### src/rtl/ll_fifo_pop_arbiter.sv
// Pops entries from NUM_FIFOS upstream fifos into a 2-entry output queue.
// Grant is round-robin by default; define LL_POP_ARB_STRICT_PRIO_EN for lowest-index priority.
module ll_fifo_pop_arbiter #(
    parameter int WIDTH     = 8,
    parameter int NUM_FIFOS = 2,
    parameter int SEL_WIDTH = $clog2(NUM_FIFOS)
) (
    input  logic                 clk,
    input  logic                 rst,
    input  logic                 en,
    input  logic [NUM_FIFOS-1:0] fifo_empty,
    input  logic [WIDTH-1:0]     fifo_data,
    output logic                 fifo_pop,
    output logic [SEL_WIDTH-1:0] fifo_pop_sel,
    input  logic                 out_ready,
    output logic                 out_valid,
    output logic [WIDTH-1:0]     out_data,
    output logic [SEL_WIDTH-1:0] out_sel
);

    // Handshake: an entry moves downstream on any rising edge where out_valid
    // and out_ready are both 1; out_valid never waits on out_ready.

    logic [NUM_FIFOS-1:0] req;
    logic                 any_req;
    logic [SEL_WIDTH-1:0] grant;
    logic [1:0]           count;
    logic                 transfer;
    logic                 wr_slot;
    logic [WIDTH-1:0]     q_data [2];
    logic [SEL_WIDTH-1:0] q_sel  [2];

    assign req     = ~fifo_empty;
    assign any_req = |req;

`ifdef LL_POP_ARB_STRICT_PRIO_EN
    always_comb begin
        grant = '0;
        for (int i = NUM_FIFOS - 1; i >= 0; i--) begin
            if (req[i]) grant = SEL_WIDTH'(i);
        end
    end
`else
    logic [SEL_WIDTH-1:0] last_grant;
    logic [SEL_WIDTH-1:0] grant_lo;
    logic [SEL_WIDTH-1:0] grant_hi;
    logic                 hi_found;

    // Requests above the last grant win; otherwise wrap to the lowest request.
    always_comb begin
        grant_lo = '0;
        grant_hi = '0;
        hi_found = 1'b0;
        for (int i = NUM_FIFOS - 1; i >= 0; i--) begin
            if (req[i]) grant_lo = SEL_WIDTH'(i);
            if (req[i] && (i > int'(last_grant))) begin
                grant_hi = SEL_WIDTH'(i);
                hi_found = 1'b1;
            end
        end
        grant = hi_found ? grant_hi : grant_lo;
    end

    always_ff @(posedge clk) begin
        if (!rst) begin
            last_grant <= SEL_WIDTH'(NUM_FIFOS - 1);
        end else if (fifo_pop) begin
            last_grant <= grant;
        end
    end
`endif

    assign fifo_pop     = rst && en && (count != 2'd2) && any_req;
    assign fifo_pop_sel = fifo_pop ? grant : '0;

    assign out_valid = (count != 2'd0);
    assign transfer  = out_valid && out_ready;
    assign out_data  = q_data[0];
    assign out_sel   = q_sel[0];

    // New entry lands behind whatever survives this edge's retirement.
    assign wr_slot = (count == 2'd1) && !transfer;

    always_ff @(posedge clk) begin
        if (!rst) begin
            count <= 2'd0;
        end else begin
            count <= count + {1'b0, fifo_pop} - {1'b0, transfer};
        end
    end

    always_ff @(posedge clk) begin
        if (transfer) begin
            q_data[0] <= q_data[1];
            q_sel[0]  <= q_sel[1];
        end
        if (fifo_pop) begin
            if (wr_slot) begin
                q_data[1] <= fifo_data;
                q_sel[1]  <= grant;
            end else begin
                q_data[0] <= fifo_data;
                q_sel[0]  <= grant;
            end
        end
    end

endmodule

### config.mk
export PLATFORM = sky130hd
export DESIGN_NAME = ll_fifo_pop_arbiter
export DESIGN_NICKNAME = d
export VERILOG_FILES = /design/src/rtl/ll_fifo_pop_arbiter.sv
export SDC_FILE = /design/constraint.sdc
export NUM_CORES = 1
export LEC_CHECK = 0
export ABC_AREA = 0
export CAP_MARGIN = 15
export CORE_MARGIN = 5
export CORE_UTILIZATION = 49
export CTS_CLUSTER_DIAMETER = 50
export DETAILED_ROUTE_END_ITERATION = 8
export PLACE_DENSITY = 0.76
export SYNTH_ARGS = -nofsm -noshare
export SYNTH_HDL_FRONTEND = slang
export SYNTH_SLANG_ARGS = --single-unit
### constraint.sdc
create_clock -name clk -period 1.85 [get_ports clk]
set_input_delay 0.2775 -clock clk [delete_from_list [all_inputs] [get_ports clk]]
set_output_delay 0.2775 -clock clk [all_outputs]
set_load 0.02 [all_outputs]
==> results <==
critical path, cell delays in order, from the launching register on:
cell             delay [ns]
dfxtp_1                0.35
inv_1                  0.10
nand2_1                0.12
clkdlybuf4s50_1        0.62
repair_timing:
action,4_1_cts,5_1_grt
pin swaps,0,1
resized for setup,5,2
setup buffers,0,0
hold buffers,0,0
setup endpoints to repair,2,8
final cells by class:
cell class / instances / area (sq um)
inverter: 4 / 15.01
sequential: 21 / 600.6
timing repair buffer: 43 / 379.1
fill: 171 / 663.1
multi-input combinational: 87 / 514.2
tap: 28 / 35.03
clock buffer: 4 / 26.28
stage by stage:
stage | hold WS (ns) | instances
2_1_floorplan | 0.3642 | 117
6_report | 0.5226 | 187
4_1_cts | 0.5195 | 187
5_1_grt | 0.5706 | 187
3_5_place_dp | 0.5017 | 183
3_3_place_gp | 0.4993 | 183
registers in the layout, indices dropped and copies added (netlist names):
register    count
q_data         16
count           2
q_sel           2
last_grant      1
worst max path at each step:
stage / start / to / slack (ns) / cells after the start
finish: count[1]$_SDFF_PN0_ / out_valid / 0.08 / 3
global route: rst / q_data[0][4]$_DFFE_PP_ / -0.02 / 7
CTS: rst / fifo_pop_sel / 0.05 / 5
detailed placement: rst / fifo_pop_sel / -0.35 / 5
global placement: rst / fifo_pop_sel / -0.28 / 5
floorplan: count[0]$_SDFF_PN0_ / count[1]$_SDFF_PN0_ / 0.06 / 9
Yosys cell counts (2+ instances only):
library cell,number
dfxtp_1,3
a21oi_1,10
xnor2_1,2
nand2_2,3
nor3_1,8
inv_1,4
and2_1,5
nand4b_1,8
ha_1,2
buf_4,4
edfxtp_1,18
nand2_1,3
nor2_1,20
nor4_1,9
or2_2,7
o21ai_0,2
layer usage:
metal / up-vias / wire, um / global-route usage (%)
met4: 0 / 31 / 8.091
met2: 37 / 1517 / 34.07
met3: 4 / 178 / 2.851
met1: 514 / 1154 / 20.79
li1: 516 / - / -
met5: - / 0 / 0
kinds of logic (layout without fill, tap and decap cells):
| kind of cell | after synthesis | in the layout | synth area share [%] |
|---|---|---|---|
| fa+ha+maj | 2 | 2 | 2.148 |
| xor+xnor | 2 | 2 | 1.504 |
| compound gates | 15 | 15 | 7.197 |
| simple gates | 68 | 68 | 32.76 |
| flops | 21 | 21 | 51.56 |
| buf+inv | 9 | 51 | 4.833 |
power by group:
part	internal, uW	total [uW]	leakage, uW	switching, uW
clock network	84.1	226	0.0000150	142
logic	318	701	0.000369	383
registers	616	640	0.000190	23.7
==> results.yml <==
global_routing:
  grt_pass1_vias: 1118
  antenna_found_initial: 0
  grt_max_degree: 18
  grt_pass1_wl_um: 4809
  grt_use_total_pct: 18.51
  grt_overflow_total: 0
sta:
  hold_violations: 0
  worst_pin_slew_ns: 0.3146
  period_needed_ns: 1.775
  slew_headroom_pct: 78.97
  setup_slack_ns: 0.07541
  grt_setup_unrepaired: "true"
  skew_ns: 0.001848
  finalCritPeriodShare_pct: 95.92
  fmax_mhz: 563.5
  setup_tns_ns: 0
  report.final.slew_viol_count: 0
  setup_violations: 0
logic_synthesis:
  seq_area_frac_synth_pct: 51.56
  synth.avg_cell_area_sq_um: 9.956
  synth_seq_cells: 21
  netlist_instances: 117
  synth_top_area_share_pct: 46.40
  yosysWarnings: 0
  post-synth-top-area-cell: "edfxtp_1"
  ys_types: 25
  synth_area_sq_um: 1165
  async_reset_ff_share_pct: 0
  synth_area_leaders: "edfxtp_1 46%, nor2_1 6.4%, nand4b_1 6.0%, dfxtp_1 5.2%, nor4_1 4.8%"
  synth_edf_count: 18
  syn-num-nets: 133
  synth-main-ff-cell: "edfxtp_1"
setup_path:
  r2r-end: "count[1]$_SDFF_PN0_"
  cp_max_fo: 6
  critPathKind: "reg -> out"
  reg2regPathDepth: 9
  reg2reg_slack_ns: 0.10
  cp-start-kind: "flip-flop"
  required_ns: 1.57
  arrival_ns: 1.50
  critPathCaptureType: "primary output"
  r2r_start: "count[1]$_SDFF_PN0_"
clocking:
  clk_pin_slew_ns: 0.12
  clock_latency_ns: 0.30
  clockBufferDepth: 2
  cts.sink_count: 21
  cts_tree: "done"
  numCtsBuffers: 3
  clockRootBuffer: "clkbuf_4"
  htree_num_levels: 1
routing:
  viasPerCell: 5.727
  first_pass_iters: 4
  totalWireLength_um: 2882
  drt_iter0_drc: 34
  drc: 0
  antenna_left: 0
  avgRoutedWirePerCell_um: 15.41
  via_count: 1071
floorplan:
  ios: 26
  start_util_pct: 52.16
  dieHeight_um: 58.76
  die_w_um: 58.76
  core-area_sq_um: 2233
  num_rows: 17
  die_area_sq_um: 3452
cells_and_area:
  layout_common_cells: "23 x clkdlybuf4s50_1, 20 x nor2_1, 18 x buf_4, 18 x edfxtp_1"
  syn_to_final_growth_pct: 34.80
  utilization_pct: 70.31
  nets: 176
  diodes: 0
  layout_commonest_cell: "clkdlybuf4s50_1"
  drive_gt1_share_pct: 22.01
  final_area_sq_um: 1570
outcome:
  status: "completed"
min_path:
  hold_path_depth: 2
  hold_start: "last_grant$_SDFFE_PN1P_"
  holdCritPathClass: "reg -> reg"
  holdPathEnd: "last_grant$_SDFFE_PN1P_"
place:
  dp_hpwl_um: 2163
  io_buffer_count: 25
  dp_slack_ns: -0.3504
  place.gp.congestion: 0.8472
  place_area_sq_um: 1544
job:
  max_cap_viol_count: 0
power:
  powerDensity_nw_per_um2: 998.0
  p_leak_uw: 0.0005747
  power_uw: 1567
  ir_worst_vdd_mv: 0.9839
Note: power is estimated with default switching activity, not from simulation.
